$ cat src/rtl/alpha_buf_pkg.sv
// Shared types for the alpha window buffer: metric vector, bank lifecycle states, bank count.
package alpha_buf_pkg;

  localparam int unsigned ALPHA_M   = 6;
  localparam int unsigned NUM_BANKS = 2;

  typedef logic signed [7:1][ALPHA_M-1:0] alpha_vec_t;

  typedef enum logic [1:0] {
    EMPTY,
    FILLING,
    FULL,
    DRAINING
  } bank_state_e;

endpackage

$ cat src/rtl/alpha_buf_bank.sv
// One window bank: W-entry store with a synchronous write port, a registered read port,
// and the length / frame flag latched when the window closes.
module alpha_buf_bank
  import alpha_buf_pkg::*;
#(
  parameter  int unsigned DW = 42,
  parameter  int unsigned W  = 32,
  localparam int unsigned AW = $clog2(W)
) (
  input  logic          i_clk,
  input  logic          i_rst,
  input  logic          i_wr_en,
  input  logic [AW-1:0] i_wr_addr,
  input  logic [DW-1:0] i_wr_data,
  input  logic          i_close,
  input  logic [AW:0]   i_len,
  input  logic          i_frame,
  input  logic          i_rd_en,
  input  logic [AW-1:0] i_rd_addr,
  output logic [DW-1:0] o_rd_data,
  output logic [AW:0]   o_len,
  output logic          o_frame
);

  logic [DW-1:0] r_mem [W];
  logic [DW-1:0] r_rd_data;
  logic [AW:0]   r_len;
  logic          r_frame;

  // Storage carries no reset: contents are meaningless until rewritten.
  always_ff @(posedge i_clk) begin
    if (i_wr_en) r_mem[i_wr_addr] <= i_wr_data;
  end

  always_ff @(posedge i_clk) begin
    if (i_rst) begin
      r_rd_data <= '0;
      r_len     <= '0;
      r_frame   <= 1'b0;
    end else begin
      if (i_rd_en) r_rd_data <= r_mem[i_rd_addr];
      if (i_close) begin
        r_len   <= i_len;
        r_frame <= i_frame;
      end
    end
  end

  assign o_rd_data = r_rd_data;
  assign o_len     = r_len;
  assign o_frame   = r_frame;

endmodule

$ cat src/rtl/alpha_window_buffer.sv
// Ping-pong alpha window store: one bank fills while the other drains in reverse step order.
// Optional ALPHA_WINDOW_BUFFER_PARITY_EN adds per-entry even parity and a sticky o_parity_err.
module alpha_window_buffer
  import alpha_buf_pkg::*;
#(
  parameter  int unsigned M  = ALPHA_M,
  parameter  int unsigned W  = 32,
  localparam int unsigned AW = $clog2(W)
) (
  input  logic                    i_clk,
  input  logic                    i_rst,
  input  logic                    i_in_valid,
  output logic                    o_in_ready,
  input  logic signed [7:1][M-1:0] i_alpha_in,
  input  logic                    i_in_frame_last,
  output logic                    o_out_valid,
  input  logic                    i_out_ready,
  output logic signed [7:1][M-1:0] o_alpha_out,
  output logic                    o_out_win_last,
  output logic                    o_out_frame_last,
  output logic [AW:0]             o_win_len
`ifdef ALPHA_WINDOW_BUFFER_PARITY_EN
  ,
  output logic                    o_parity_err
`endif
);

  localparam int unsigned AB = 7 * M;
`ifdef ALPHA_WINDOW_BUFFER_PARITY_EN
  localparam int unsigned DW = AB + 1;
`else
  localparam int unsigned DW = AB;
`endif

  bank_state_e   r_state     [NUM_BANKS];
  bank_state_e   w_state_nxt [NUM_BANKS];
  logic          r_wr_bank, r_rd_bank, r_out_sel;
  logic [AW-1:0] r_wr_ptr, r_rd_ptr;
  logic          r_in_ready, r_out_valid, r_win_last, r_frame_last;
  logic [AW:0]   r_win_len;

  logic          w_wr, w_close, w_pop, w_final_pop, w_issue, w_start, w_start_bank;
  logic          w_wr_bank_nxt, w_rd_bank_nxt, w_in_ready_nxt;
  logic [AW:0]   w_close_len;
  logic [DW-1:0] w_wr_data;
  logic [DW-1:0] w_rd_data [NUM_BANKS];
  logic [AW:0]   w_len     [NUM_BANKS];
  logic          w_frame   [NUM_BANKS];

  assign w_wr          = i_in_valid & r_in_ready;
  assign w_close       = w_wr & ((r_wr_ptr == AW'(W - 1)) | i_in_frame_last);
  assign w_close_len   = {1'b0, r_wr_ptr} + (AW+1)'(1);
  assign w_pop         = r_out_valid & i_out_ready;
  assign w_final_pop   = w_pop & r_win_last;
  // On the final pop the other bank may start immediately, leaving a single bubble.
  assign w_start_bank  = w_final_pop ? ~r_rd_bank : r_rd_bank;
  assign w_start       = (r_state[w_start_bank] == FULL) & (w_final_pop | ~r_out_valid);
  assign w_issue       = (r_state[r_rd_bank] == DRAINING) & (~r_out_valid | (w_pop & ~r_win_last));
  assign w_wr_bank_nxt = r_wr_bank ^ w_close;
  assign w_rd_bank_nxt = r_rd_bank ^ w_final_pop;

  always_comb begin
    for (int b = 0; b < NUM_BANKS; b++) w_state_nxt[b] = r_state[b];
    w_in_ready_nxt = 1'b0;
    if (w_wr && r_state[r_wr_bank] == EMPTY) w_state_nxt[r_wr_bank] = FILLING;
    if (w_close)     w_state_nxt[r_wr_bank]    = FULL;
    if (w_final_pop) w_state_nxt[r_rd_bank]    = EMPTY;
    if (w_start)     w_state_nxt[w_start_bank] = DRAINING;
    w_in_ready_nxt = (w_state_nxt[w_wr_bank_nxt] == EMPTY) |
                     (w_state_nxt[w_wr_bank_nxt] == FILLING);
  end

  always_ff @(posedge i_clk) begin
    if (i_rst) begin
      for (int b = 0; b < NUM_BANKS; b++) r_state[b] <= EMPTY;
      r_wr_bank    <= 1'b0;
      r_rd_bank    <= 1'b0;
      r_out_sel    <= 1'b0;
      r_wr_ptr     <= '0;
      r_rd_ptr     <= '0;
      r_in_ready   <= 1'b1;
      r_out_valid  <= 1'b0;
      r_win_last   <= 1'b0;
      r_frame_last <= 1'b0;
      r_win_len    <= '0;
    end else begin
      for (int b = 0; b < NUM_BANKS; b++) r_state[b] <= w_state_nxt[b];
      r_wr_bank  <= w_wr_bank_nxt;
      r_rd_bank  <= w_rd_bank_nxt;
      r_in_ready <= w_in_ready_nxt;
      if (w_close)   r_wr_ptr <= '0;
      else if (w_wr) r_wr_ptr <= r_wr_ptr + AW'(1);
      if (w_start) begin
        r_rd_ptr  <= AW'(w_len[w_start_bank] - (AW+1)'(1));
        r_win_len <= w_len[w_start_bank];
      end else if (w_issue && r_rd_ptr != '0) begin
        r_rd_ptr <= r_rd_ptr - AW'(1);
      end
      if (w_issue) begin
        r_out_valid  <= 1'b1;
        r_out_sel    <= r_rd_bank;
        r_win_last   <= (r_rd_ptr == '0);
        r_frame_last <= (r_rd_ptr == '0) & w_frame[r_rd_bank];
      end else if (w_pop) begin
        r_out_valid  <= 1'b0;
        r_win_last   <= 1'b0;
        r_frame_last <= 1'b0;
      end
    end
  end

`ifdef ALPHA_WINDOW_BUFFER_PARITY_EN
  logic r_parity_err;
  assign w_wr_data = {^i_alpha_in, i_alpha_in};

  // Stored bit makes the whole entry even; any odd entry popped latches the error.
  always_ff @(posedge i_clk) begin
    if (i_rst) r_parity_err <= 1'b0;
    else if (w_pop && (^w_rd_data[r_out_sel])) r_parity_err <= 1'b1;
  end
  assign o_parity_err = r_parity_err;
`else
  assign w_wr_data = i_alpha_in;
`endif

  for (genvar b = 0; b < NUM_BANKS; b++) begin : g_bank
    alpha_buf_bank #(
      .DW (DW),
      .W  (W)
    ) u_bank (
      .i_clk     (i_clk),
      .i_rst     (i_rst),
      .i_wr_en   (w_wr & (r_wr_bank == 1'(b))),
      .i_wr_addr (r_wr_ptr),
      .i_wr_data (w_wr_data),
      .i_close   (w_close & (r_wr_bank == 1'(b))),
      .i_len     (w_close_len),
      .i_frame   (i_in_frame_last),
      .i_rd_en   (w_issue & (r_rd_bank == 1'(b))),
      .i_rd_addr (r_rd_ptr),
      .o_rd_data (w_rd_data[b]),
      .o_len     (w_len[b]),
      .o_frame   (w_frame[b])
    );
  end

  assign o_in_ready       = r_in_ready;
  assign o_out_valid      = r_out_valid;
  assign o_alpha_out      = w_rd_data[r_out_sel][AB-1:0];
  assign o_out_win_last   = r_win_last;
  assign o_out_frame_last = r_frame_last;
  assign o_win_len        = r_win_len;

endmodule
$ cat config.mk
export PLATFORM = sky130hd
export DESIGN_NAME = alpha_window_buffer
export DESIGN_NICKNAME = d
export VERILOG_FILES = /design/src/rtl/alpha_buf_pkg.sv /design/src/rtl/alpha_buf_bank.sv /design/src/rtl/alpha_window_buffer.sv
export SDC_FILE = /design/constraint.sdc
export NUM_CORES = 2
export LEC_CHECK = 0
export ABC_AREA = 0
export BUFFER_PORTS_ARGS = -buffer_cell sky130_fd_sc_hd__buf_2
export CELL_PAD_IN_SITES_DETAIL_PLACEMENT = 1
export CELL_PAD_IN_SITES_GLOBAL_PLACEMENT = 2
export CORE_ASPECT_RATIO = 1.25
export CORE_MARGIN = 10
export CORE_UTILIZATION = 35
export DETAILED_ROUTE_END_ITERATION = 10
export PLACE_DENSITY = 0.59
export SLEW_MARGIN = 20
export SYNTH_ARGS = -nofsm -noshare
export SYNTH_HDL_FRONTEND = slang
export SYNTH_HIERARCHICAL = 1
export SYNTH_SLANG_ARGS = --single-unit
$ cat constraint.sdc
create_clock -name i_clk -period 4.5 [get_ports i_clk]
set_clock_uncertainty 0.15 [all_clocks]
set_input_delay 0.9 -clock i_clk [delete_from_list [all_inputs] [get_ports i_clk]]
set_output_delay 0.9 -clock i_clk [all_outputs]
set_load 0.01 [all_outputs]
==> impl_metrics.csv <==
group,metric,value,unit
outcome,status,"complete, no violations",
hold_path,min_to,"g_bank[1].u_bank/o_frame",
global_route,grt-ovfl-total,0,
cells_and_area,drive_above_1_share,14.5,%
hold_path,min-delay-start,"i_in_frame_last",
worst_setup_path,worst_setup_path_start_kind,"flop",
synth,synth_top_area_share,73.6,%
synth,ys_types,49,
worst_setup_path,worstSetupEndpointType,"output pin",
worst_setup_path,r2r_cells,9,
route,vias,57700,
worst_setup_path,critical_path.max_fanout,43,
clock_tree,cts_sinks,2813,
synth,synth.largest_area_cell,"edfxtp_1",
global_route,grt_pass1_wl,466000,microns
worst_setup_path,crit_required,3450,ps
floorplan,die_area,0.336,sq mm
synth,syn_nets,6185,
synth,yosys-top-cells-area,"edfxtp_1 (74%), mux2i_1 (12%), a22oi_1 (4.6%)",
timing,min_period_over_period,77.2,%
clock_tree,post_cts_buffers,0,
timing,finalSetupTns,0,ps
clock_tree,ctsResizeCount,0,
timing,rsz0062_at_grt,"no",
worst_setup_path,critPathTopFamily,"flip-flops",
worst_setup_path,r2r_end,"r_rd_ptr[4]",
timing,fin_crit,3470,ps
timing,fin_ws,1030,ps
synth,ys_seq_area_share,75.9,%
hold_path,hold_class,"primary input to flop",
clock_tree,cts_hold_buf,0,
cells_and_area,area_delta_synth_final,15.0,%
route,firstDrtPassIters,8,
floorplan,die_w,521,microns
route,routed_wl,330000,microns
synth,ys.flop_type,"edfxtp_1",
worst_setup_path,path_class,"flop to output pin",
timing,relSlewSlack,25.7,%
floorplan,num_io_pins,99,
worst_setup_path,worstPathArrival,2420,ps
route,drt_iter0_markers,4289,
global_route,grt_max_degree,74,
timing,max_freq,288,MHz
cells_and_area,final_nets,6485,
synth,synth-edff-count,2688,
clock_tree,ctsHtreeMaxLevel,5,
worst_setup_path,max_stage_delay,790,ps
worst_setup_path,r2r-start,"r_rd_bank",
route,drc,0,
timing,hold_viol,0,
power,power_density,453,mW/mm^2
timing,worst_pin_slew,1120,ps
route,final_antenna_net_count,0,
worst_setup_path,path_cells,"mux2_2 -> buf_2",
floorplan,fp.dieH,646,microns
place,portBuffers,98,
global_route,grt_pass1_vias,61597,
synth,synthArstFlopShare,0,%
global_route,antenna_found_initial,23,
place,place_hpwl,190000,microns
power,peakVddDrop,246,uV
place,gp_congestion,0.763,
route,avgViaCountPerCell,5.33,
worst_setup_path,worst-path-stages,2,
timing,setup_viol,0,
synth,synth_area,0.110,sq mm
clock_tree,clk_pin_slew,70,ps
floorplan,core_area,0.311,sq mm
synth,syn_inst,6133,
clock_tree,clock_latency,870,ps
global_route,grtUsageTotal,19.0,%
clock_tree,cts_tree,"done",
worst_setup_path,cp.buffers_inverters,1,
floorplan,fp-row-count,229,
clock_tree,cts_root_buf,"clkbuf_16",
floorplan,start_util,35.2,%
worst_setup_path,rrSetupSlack,1130,ps
power,p_leak,37.8,nW
timing,slew_viol_final,0,
worst_setup_path,crit_path_top_delay_cell,"dfxtp_4",
clock_tree,clockBufferDepth,4,
synth,avgSynthCellArea,17.9,sq um
hold_path,hold_depth,3,
clock_tree,cts-buffers-inserted,289,
synth,synth-seq-cells,2813,
route,wl_per_cell,30.5,microns
place,dp_slack,854,ps
run,cap_violations,0,
synth,synth_warnings,6,
Yosys cell counts, drive strengths merged, types with 2 or more instances:
master  instances
mux2           43
buf           197
dfxtp         125
nand3b         12
a22oi         673
o211ai          2
or3             3
and3            2
clkbuf        184
a21boi          2
ha              5
nor3            7
nand3          11
nand2          28
nand2b          9
o21ai           9
xnor2           5
and2            3
mux2i        1363
nor2b           5
xor2            2
o22ai           7
inv             6
or4            85
a21oi         349
or2             3
or3b            6
a311oi          2
edfxtp       2688
a31oi           5
a211oi         87
nor2          197
cells in the final DEF, fill, tap and decap left out, types with 12 or more instances in the layout:
cell,instances
edfxtp_1,2688
mux2i_1,1363
a22oi_1,673
a21oi_1,349
clkbuf_16,299
buf_4,207
nor2_1,129
dfxtp_1,123
buf_12,103
or4_1,85
clkbuf_1,80
buf_2,79
nor2_4,68
a211oi_2,51
clkinv_2,46
mux2_2,43
clkinv_1,43
a211oi_1,36
nand2_1,26
bufinv_16,15
diode_2,12
nand3b_1,12
clkbuf_8,12
cell type report:
type | count | area [sq um]
timing repair buffer | 390 | 4030
antenna | 12 | 30.0
sequential | 2813 | 83200
tap | 4158 | 5200
multi-input combinational | 2933 | 24700
inverter | 6 | 22.5
fill | 29972 | 185000
clock buffer | 390 | 7930
clock inverter | 118 | 958
registers in the layout, summed over array words and instances (netlist names), 2 cells and up:
name                     count
o_win_len                    6
r_wr_ptr                     5
g_bank.u_bank/o_rd_data     84
r_rd_ptr                     5
r_state                      4
g_bank.u_bank/o_len         12
g_bank.u_bank/o_frame        2
g_bank.u_bank/r_mem       2688
logic make-up (layout without fill, tap and decap cells):
logic type	count (synthesis)	after routing	synth area share, %
other	0	12	0
buffers and inverters	387	904	2.08
flip-flops	2813	2813	75.9
AO/OA/AOI/OAI	1141	1141	7.25
XOR/XNOR	7	7	0.0799
multiplexers	1406	1406	12.9
AND/OR/NAND/NOR	374	374	1.73
adder cells (fa/ha/maj)	5	5	0.0571
power by group:
| group | internal [mW] | switching, mW | leakage, nW |
|---|---|---|---|
| logic | 1.77 | 3.29 | 8.29 |
| clock network | 13.2 | 9.93 | 4.36 |
| registers | 28.8 | 0.101 | 25.2 |
| total | 43.8 | 13.3 | 37.8 |
how the worst max path moves through the flow:
stage | from | to | slack (ps)
2_1_floorplan | i_in_valid | g_bank[1].u_bank/r_mem[28][0] | 80
3_3_place_gp | i_in_valid | g_bank[0].u_bank/r_mem[12][40] | 840
3_5_place_dp | i_in_valid | g_bank[0].u_bank/r_mem[12][38] | 850
4_1_cts | r_out_sel | o_alpha_out[32] | 930
5_1_grt | r_rd_bank | r_rd_ptr[4] | 880
6_report | r_out_sel | o_alpha_out[32] | 1030
through the flow:
step / instance area (sq um) / utilization [%] / std cells / total power, mW / hold slack [ps]
after floorplan: 110000 / - / 6133 / 32.5 / 304
after global placement: 117000 / 37.6 / 10297 / 34.5 / 320
after detailed placement: 117000 / 37.6 / 10299 / 34.6 / 332
after CTS: 126000 / 40.5 / 10807 / 57.8 / 201
after global routing: 126000 / 40.5 / 10811 / 59.0 / 264
final: 126000 / 40.5 / 10820 / 57.1 / 278
metal layers:
metal	global-route usage (%)	share of wire (%)
met5	0	0.019
met4	5.46	3.0
met3	2.38	3.7
met2	34.7	52
met1	23.4	41
worst min-delay path, cell delays in order:
cell and delay [ps]:
buf_2 160, mux2i_1 100, nor2_1 70
Power figures use the tool's default switching activity.
